`config.mk`:
```
export PLATFORM = sky130hd
export DESIGN_NAME = lut_index_gen
export DESIGN_NICKNAME = d
export VERILOG_FILES = /design/src/rtl/lut_index_gen.sv
export SDC_FILE = /design/constraint.sdc
export NUM_CORES = 1
export LEC_CHECK = 0
export ABC_CLOCK_PERIOD_IN_PS = 4000
export CAP_MARGIN = 20
export CORE_MARGIN = 2
export CORE_UTILIZATION = 40
export DETAILED_ROUTE_END_ITERATION = 10
export GPL_TIMING_DRIVEN = 0
export SYNTH_ARGS = -nofsm -noshare
export SYNTH_HDL_FRONTEND = slang
export SYNTH_SLANG_ARGS = --single-unit
```
`constraint.sdc`:
```
create_clock -name clk -period 4 [get_ports clk]
set_clock_uncertainty 0.15 [all_clocks]
set_input_delay 0.4 -clock clk [delete_from_list [all_inputs] [get_ports clk]]
set_output_delay 0.4 -clock clk [all_outputs]
set_load 0.01 [all_outputs]
```
`src/rtl/lut_index_gen.sv`:
```
// lut_index_gen: generates two streams of table indices for a downstream
// LookupTable. Each stream walks (start + k*incr) within a period and adds an
// extra shift at the end of every period, for a configured number of periods.
// Configuration is captured on run; done reports idle/finished.
// Optional feature: define LUT_INDEX_GEN_CLAMP_EN to add the limit port and
// clamp each emitted index to limit (the internal pointer still wraps).
module lut_index_gen #(
    parameter int DATA_W   = 32,
    parameter int ADDR_W   = 8,
    parameter int PERIOD_W = 10,
    parameter int ITER_W   = 10,
    parameter int DELAY_W  = 7
) (
    input  logic                clk,
    input  logic                rst,
    input  logic                run,
    input  logic                running,
    output logic                done,
    input  logic [ADDR_W-1:0]   start_0,
    input  logic [ADDR_W-1:0]   start_1,
    input  logic [ADDR_W-1:0]   incr,
    input  logic [ADDR_W-1:0]   shift,
    input  logic [PERIOD_W-1:0] period,
    input  logic [ITER_W-1:0]   iterations,
    input  logic [DELAY_W-1:0]  delay,
`ifdef LUT_INDEX_GEN_CLAMP_EN
    input  logic [ADDR_W-1:0]   limit,
`endif
    output logic [DATA_W-1:0]   out0,
    output logic [DATA_W-1:0]   out1,
    output logic                out_valid
);

    typedef enum logic [1:0] {
        IDLE  = 2'd0,
        DELAY = 2'd1,
        GEN   = 2'd2
    } state_t;

    state_t              state_r, state_n;
    logic [ADDR_W-1:0]   ptr0_r, ptr0_n, ptr1_r, ptr1_n;
    logic [ADDR_W-1:0]   incr_r, incr_n, shift_r, shift_n;
    logic [PERIOD_W-1:0] period_r, period_n, inner_r, inner_n;
    logic [ITER_W-1:0]   iter_cfg_r, iter_cfg_n, iter_r, iter_n;
    logic [DELAY_W-1:0]  delay_r, delay_n, dcnt_r, dcnt_n;
    logic [DATA_W-1:0]   out0_r, out0_n, out1_r, out1_n;
    logic                valid_r, valid_n, done_r, done_n;
    logic [ADDR_W-1:0]   emit0_s, emit1_s;
    logic                start_s;

`ifdef LUT_INDEX_GEN_CLAMP_EN
    logic [ADDR_W-1:0]   limit_r, limit_n;

    assign emit0_s = (ptr0_r > limit_r) ? limit_r : ptr0_r;
    assign emit1_s = (ptr1_r > limit_r) ? limit_r : ptr1_r;
`else
    assign emit0_s = ptr0_r;
    assign emit1_s = ptr1_r;
`endif

    assign start_s   = run & running;
    assign out0      = out0_r;
    assign out1      = out1_r;
    assign out_valid = valid_r;
    assign done      = done_r;

    // Next-state and next-value logic: start has priority, then abort, then the FSM.
    always_comb begin
        state_n    = state_r;
        ptr0_n     = ptr0_r;
        ptr1_n     = ptr1_r;
        incr_n     = incr_r;
        shift_n    = shift_r;
        period_n   = period_r;
        iter_cfg_n = iter_cfg_r;
        delay_n    = delay_r;
        inner_n    = inner_r;
        iter_n     = iter_r;
        dcnt_n     = dcnt_r;
        out0_n     = out0_r;
        out1_n     = out1_r;
        valid_n    = 1'b0;
        done_n     = done_r;
`ifdef LUT_INDEX_GEN_CLAMP_EN
        limit_n    = limit_r;
`endif
        if (start_s) begin
            ptr0_n     = start_0;
            ptr1_n     = start_1;
            incr_n     = incr;
            shift_n    = shift;
            period_n   = period;
            iter_cfg_n = iterations;
            delay_n    = delay;
            inner_n    = PERIOD_W'(0);
            iter_n     = ITER_W'(0);
            dcnt_n     = DELAY_W'(0);
            done_n     = 1'b0;
`ifdef LUT_INDEX_GEN_CLAMP_EN
            limit_n    = limit;
`endif
            // A zero delay skips the wait so the first index lands one cycle after run.
            if (delay == DELAY_W'(0)) begin
                state_n = GEN;
            end else begin
                state_n = DELAY;
            end
        end else if ((state_r != IDLE) && !running) begin
            state_n = IDLE;
            done_n  = 1'b1;
        end else begin
            case (state_r)
                IDLE: begin
                    done_n = 1'b1;
                end
                DELAY: begin
                    if (dcnt_r == (delay_r - DELAY_W'(1))) begin
                        dcnt_n  = DELAY_W'(0);
                        state_n = GEN;
                    end else begin
                        dcnt_n = dcnt_r + DELAY_W'(1);
                    end
                end
                GEN: begin
                    if ((period_r == PERIOD_W'(0)) || (iter_cfg_r == ITER_W'(0))) begin
                        state_n = IDLE;
                        done_n  = 1'b1;
                    end else begin
                        out0_n  = DATA_W'(emit0_s);
                        out1_n  = DATA_W'(emit1_s);
                        valid_n = 1'b1;
                        if (inner_r == (period_r - PERIOD_W'(1))) begin
                            ptr0_n  = ptr0_r + incr_r + shift_r;
                            ptr1_n  = ptr1_r + incr_r + shift_r;
                            inner_n = PERIOD_W'(0);
                            if (iter_r == (iter_cfg_r - ITER_W'(1))) begin
                                iter_n  = ITER_W'(0);
                                state_n = IDLE;
                            end else begin
                                iter_n = iter_r + ITER_W'(1);
                            end
                        end else begin
                            ptr0_n  = ptr0_r + incr_r;
                            ptr1_n  = ptr1_r + incr_r;
                            inner_n = inner_r + PERIOD_W'(1);
                        end
                    end
                end
                default: begin
                    state_n = IDLE;
                    done_n  = 1'b1;
                end
            endcase
        end
    end

    // State, configuration, counters and registered outputs.
    always_ff @(posedge clk or posedge rst) begin
        if (rst) begin
            state_r    <= IDLE;
            ptr0_r     <= ADDR_W'(0);
            ptr1_r     <= ADDR_W'(0);
            incr_r     <= ADDR_W'(0);
            shift_r    <= ADDR_W'(0);
            period_r   <= PERIOD_W'(0);
            iter_cfg_r <= ITER_W'(0);
            delay_r    <= DELAY_W'(0);
            inner_r    <= PERIOD_W'(0);
            iter_r     <= ITER_W'(0);
            dcnt_r     <= DELAY_W'(0);
            out0_r     <= DATA_W'(0);
            out1_r     <= DATA_W'(0);
            valid_r    <= 1'b0;
            done_r     <= 1'b1;
`ifdef LUT_INDEX_GEN_CLAMP_EN
            limit_r    <= ADDR_W'(0);
`endif
        end else begin
            state_r    <= state_n;
            ptr0_r     <= ptr0_n;
            ptr1_r     <= ptr1_n;
            incr_r     <= incr_n;
            shift_r    <= shift_n;
            period_r   <= period_n;
            iter_cfg_r <= iter_cfg_n;
            delay_r    <= delay_n;
            inner_r    <= inner_n;
            iter_r     <= iter_n;
            dcnt_r     <= dcnt_n;
            out0_r     <= out0_n;
            out1_r     <= out1_n;
            valid_r    <= valid_n;
            done_r     <= done_n;
`ifdef LUT_INDEX_GEN_CLAMP_EN
            limit_r    <= limit_n;
`endif
        end
    end

endmodule

```
==> report_table.html <==
<table>
<tr><th>Metric</th><th>Value</th></tr>
<tr><th colspan="2">Status</th></tr>
<tr><td>Result of the run</td><td>completed</td></tr>
<tr><th colspan="2">Global route</th></tr>
<tr><td>GRT Total Usage</td><td>19.85%</td></tr>
<tr><td>Total grt overflow</td><td>0</td></tr>
<tr><td>Pin count of the biggest net entering global routing</td><td>57</td></tr>
<tr><td>Global-route wire length before repair</td><td>28,900 µm</td></tr>
<tr><td>Vias in the first global route</td><td>5,599</td></tr>
<tr><td>Initial antenna violation count</td><td>0</td></tr>
<tr><th colspan="2">Drt</th></tr>
<tr><td>Post-DRT Antenna Nets</td><td>0</td></tr>
<tr><td>Wire length on met1</td><td>8198 µm</td></tr>
<tr><td>Remaining design rule violation count</td><td>0</td></tr>
<tr><td>Number of detailed-route iterations in the first pass</td><td>5</td></tr>
<tr><td>Detailed-route via count</td><td>5,955</td></tr>
<tr><td>DR top layer</td><td>met4</td></tr>
<tr><td>Drt initial violations</td><td>429</td></tr>
<tr><td>Routed length per instance</td><td>15.34 µm</td></tr>
<tr><td>Detailed-routed wire length on met2</td><td>8703 µm</td></tr>
<tr><td>Final WL</td><td>17,950 µm</td></tr>
<tr><td>Via-per-instance ratio</td><td>5.090</td></tr>
<tr><td>Met3 routed wirelength</td><td>729 µm</td></tr>
<tr><th colspan="2">Clock network</th></tr>
<tr><td>CTS tree</td><td>yes</td></tr>
<tr><td>Cell at the root of the clock tree</td><td>clkbuf_16</td></tr>
<tr><td>Cells resized by post-CTS repair</td><td>0</td></tr>
<tr><td>H-tree levels</td><td>3</td></tr>
<tr><td>Post-CTS Hold Fix Bufs</td><td>0</td></tr>
<tr><td>CTS Buf Count</td><td>9</td></tr>
<tr><td>Skew-Pair Late Insertion Delay</td><td>0.35 ns</td></tr>
<tr><td>CTS max path bufs</td><td>2</td></tr>
<tr><td>Clock input transition at the sequential cells of the worst setup and hold paths</td><td>0.07 ns</td></tr>
<tr><td>Num Clock Sinks</td><td>106</td></tr>
<tr><td>Post-CTS setup buffer count</td><td>0</td></tr>
<tr><th colspan="2">Power</th></tr>
<tr><td>Clock Power Share</td><td>21.8%</td></tr>
<tr><td>Internal portion of total power</td><td>2516 µW</td></tr>
<tr><td>Net switching component of the power</td><td>1373 µW</td></tr>
<tr><td>Part of the total power dissipated in sequential elements</td><td>36.3%</td></tr>
<tr><td>Cell Pwr Density</td><td>450.3 nW/µm²</td></tr>
<tr><td>Comb pwr share</td><td>41.9%</td></tr>
<tr><td>Peak supply drop</td><td>0.0002365 V</td></tr>
<tr><td>Sw frac</td><td>35.30%</td></tr>
<tr><td>Leak pwr</td><td>0.004032 µW</td></tr>
<tr><td>Design Power</td><td>3889 µW</td></tr>
<tr><th colspan="2">Yosys</th></tr>
<tr><td>Proportion of synthesized chip area in sequential cells</td><td>37.51%</td></tr>
<tr><td>Cell types occupying the most area after synthesis</td><td>dfrtp_1 (37%), nand2_1 (7.6%), ha_1 (6.4%)</td></tr>
<tr><td>Most used standard cells in the synthesized netlist</td><td>nand2_1 (143), dfrtp_1 (105), nor2_1 (50)</td></tr>
<tr><td>Number of warnings issued by yosys</td><td>0</td></tr>
<tr><td>Total of flip-flops plus latches after synthesis</td><td>106</td></tr>
<tr><td>Cell taking the most area after synthesis</td><td>dfrtp_1</td></tr>
<tr><td>Yosys top cell area share</td><td>37.14%</td></tr>
<tr><td>Syn Inst Count</td><td>801</td></tr>
<tr><td>Mean cell area of the mapped netlist</td><td>8.832 µm²</td></tr>
<tr><td>Number of distinct standard cells referenced by the synthesized netlist</td><td>66</td></tr>
<tr><td>Synthesized cell area</td><td>7074 µm²</td></tr>
<tr><td>Cell with the most instances after synthesis</td><td>nand2_1</td></tr>
<tr><td>Synth async-reset ratio</td><td>100.0%</td></tr>
<tr><td>Dominant register cell in the synthesized netlist</td><td>dfrtp_1</td></tr>
<tr><td>Number of enable flip-flop cells after synthesis</td><td>0</td></tr>
<tr><th colspan="2">Floorplanning</th></tr>
<tr><td>Area of the core region</td><td>17,300 µm²</td></tr>
<tr><td>Starting density of the core</td><td>40.90%</td></tr>
<tr><td>Area enclosed by the die boundary</td><td>18,760 µm²</td></tr>
<tr><td>Number of standard-cell rows in the floorplan</td><td>48</td></tr>
<tr><td>Y dimension of the die</td><td>137.0 µm</td></tr>
<tr><td>Horizontal die dimension</td><td>137.0 µm</td></tr>
<tr><td>Top Ports</td><td>129</td></tr>
<tr><th colspan="2">Timing</th></tr>
<tr><td>Endpoints failing hold</td><td>0</td></tr>
<tr><td>Time the worst path needs with I/O delays and setup</td><td>3.698 ns</td></tr>
<tr><td>RSZ-0062 raised after global routing</td><td>false</td></tr>
<tr><td>Transition at the pin with the smallest max-transition slack</td><td>0.7660 ns</td></tr>
<tr><td>Period utilization</td><td>92.45%</td></tr>
<tr><td>Maximum achievable frequency</td><td>270.4 MHz</td></tr>
<tr><td>Slew Limit Headroom</td><td>48.38%</td></tr>
<tr><td>TNS Setup</td><td>0 ns</td></tr>
<tr><td>Number of slew-limit violations in the final report</td><td>0</td></tr>
<tr><td>Final setup viols</td><td>0</td></tr>
<tr><th colspan="2">Layout</th></tr>
<tr><td>Number of antenna repair diodes</td><td>0</td></tr>
<tr><td>Post-layout nets</td><td>1,043</td></tr>
<tr><td>Area occupied by multi-input gates</td><td>3993 µm²</td></tr>
<tr><td>Seq. cell area</td><td>2654 µm²</td></tr>
<tr><td>Final standard cell area without fillers</td><td>8637 µm²</td></tr>
<tr><td>Layout area overhead</td><td>22.09%</td></tr>
<tr><td>Layout cell share with drive strength beyond 1</td><td>10.69%</td></tr>
<tr><td>Number of filler cells placed in the layout</td><td>1,701</td></tr>
<tr><th colspan="2">Min path</th></tr>
<tr><td>Worst hold path class</td><td>flip-flop to flip-flop</td></tr>
<tr><th colspan="2">Place</th></tr>
<tr><td>Routability congestion estimate</td><td>0.8310</td></tr>
<tr><td>Half-perimeter wire length after placement</td><td>13,430 µm</td></tr>
<tr><td>Buffers on Ports</td><td>80</td></tr>
<tr><td>Post-placement cell area</td><td>8363 µm²</td></tr>
<tr><th colspan="2">Critical path</th></tr>
<tr><td>CP Data Required Time</td><td>4.14 ns</td></tr>
<tr><td>Nature of the critical path startpoint</td><td>flip-flop</td></tr>
<tr><td>Category of the most critical setup path</td><td>flip-flop to flip-flop</td></tr>
<tr><td>Arrival time worst endpoint</td><td>3.84 ns</td></tr>
<tr><td>Delay contributed by the slowest stage of the critical path</td><td>0.52 ns</td></tr>
<tr><td>Bufs and invs on worst path</td><td>1</td></tr>
<tr><td>Standard cell with the maximum stage delay on the critical path</td><td>o41ai_1</td></tr>
<tr><td>Kind of capture point of the worst setup path</td><td>flip-flop</td></tr>
<tr><td>Cell family with most CP delay</td><td>compound AO/OA/AOI/OAI gates</td></tr>
<tr><td>Largest fanout on the critical path</td><td>3</td></tr>
<tr><td>Critical path, cell by cell</td><td>ha_1, fa_1, a21o_1, a21oi_1, xnor2_1, ha_1, inv_1, nor2_1, o31a_1, o41ai_1, xnor2_1, or4_1, nand3_1</td></tr>
<tr><th colspan="2">Flow run</th></tr>
<tr><td>Max-cap check violation count</td><td>0</td></tr>
</table>
-- flip-flops by register name (all words and copies together), names as in the netlist, 8 cells and up --
name        cells
period_r       10
emit1_s         8
emit0_s         8
out1            8
incr_r          8
out0            8
iter_r         10
shift_r         8
iter_cfg_r     10
inner_r        10
-- power groups by stage --
stage          sequential [µW]  clock [µW]  combinational (µW)
6_report                  1410         849                1630
5_1_grt                   1440         912                1820
4_1_cts                   1420         878                1640
3_5_place_dp              1430           0                1620
3_3_place_gp              1430           0                1600
2_1_floorplan             1420           0                1130
-- worst min-delay path, delay by kind of cell, from the launching register on --
family / cells / cell delay [ns]
AOI/OAI and AO/OA: 1 / 0.07
and+or+nand+nor: 1 / 0.04
DFF: 1 / 0.37
-- routing by layer --
layer / up-vias / track usage, %
li1: 2967 / -
met1: 2824 / 26.05
met2: 146 / 33.75
met3: 18 / 2.852
met4: 0 / 6.128
met5: - / 0
-- layout by cell type, fill, tap and decap left out, types with 4 or more instances in the layout --
master | Yosys | routed
nor4_1 | 6 | 6
o41ai_1 | 6 | 6
nand3_1 | 17 | 17
clkbuf_16 | 0 | 9
nand2_1 | 143 | 143
clkdlybuf4s50_1 | 0 | 80
inv_1 | 22 | 21
nor2_1 | 50 | 50
nor2b_1 | 8 | 8
o211ai_1 | 4 | 4
nand2b_1 | 4 | 4
nor3_1 | 20 | 20
a21oi_1 | 44 | 44
a21o_1 | 12 | 12
fa_1 | 4 | 4
buf_2 | 5 | 5
and3_1 | 11 | 11
o21ai_0 | 35 | 35
or3_1 | 10 | 10
dfrtp_1 | 105 | 105
mux2i_1 | 16 | 16
o22ai_1 | 19 | 19
mux2_2 | 13 | 13
or4_1 | 4 | 4
o21bai_1 | 5 | 5
conb_1 | 1 | 48
ha_1 | 36 | 36
nand4_1 | 6 | 6
xnor2_1 | 39 | 39
a31oi_1 | 6 | 6
xor2_1 | 20 | 20
buf_4 | 48 | 48
clkbuf_1 | 26 | 28
-- through the flow --
step | hold slack [ns] | instances | utilization (%) | worst slack (ns)
detailed placement | 0.3301 | 1154 | 48.35 | 0.3981
finish | 0.3390 | 1170 | 49.93 | 0.3021
floorplan | 0.3152 | 848 | - | 0.6628
global route | 0.3647 | 1170 | 49.93 | 0.1390
CTS | 0.3427 | 1170 | 49.93 | 0.3468
global placement | 0.3241 | 1153 | 48.18 | -1.161
-- final timing paths --
path                                       start                      to  slack, ns  cells past startpoint
max in group asynchronous                    rst  inner_r[2]$_DFFE_PP0P_       2.62                      3
max reg2reg                incr_r[0]$_DFFE_PP0P_  emit1_s[7]$_DFFE_PP0P_       0.30                     13
min in group asynchronous                    rst   dcnt_r[2]$_DFFE_PP0P_       0.37                      2
min                             done$_DFFE_PP1P_        done$_DFFE_PP1P_       0.34                      2
min reg2reg                     done$_DFFE_PP1P_        done$_DFFE_PP1P_       0.34                      2
max                        incr_r[0]$_DFFE_PP0P_  emit1_s[7]$_DFFE_PP0P_       0.30                     13
-- final cells by class --
type	instances	share of cell area [%]
multi-input cells	635	46.23
flip-flops and latches	106	30.73
repair buffers	81	9.590
plain buffers	84	5.997
well taps	225	3.259
clock buffers	12	2.854
inverters	23	1.029
clock inverters	4	0.3187
-- logic make-up after synthesis --
kind of cell,Yosys count,synth area share (%)
adders and majority gates,40,7.499
other,1,0.05301
AOI/OAI and AO/OA,158,14.68
muxes,30,4.492
xor gates and xnor gates,59,7.305
DFF,106,37.51
buffers and inverters,107,8.542
and+or+nand+nor,300,19.92
(Power assumes the default switching activity.)
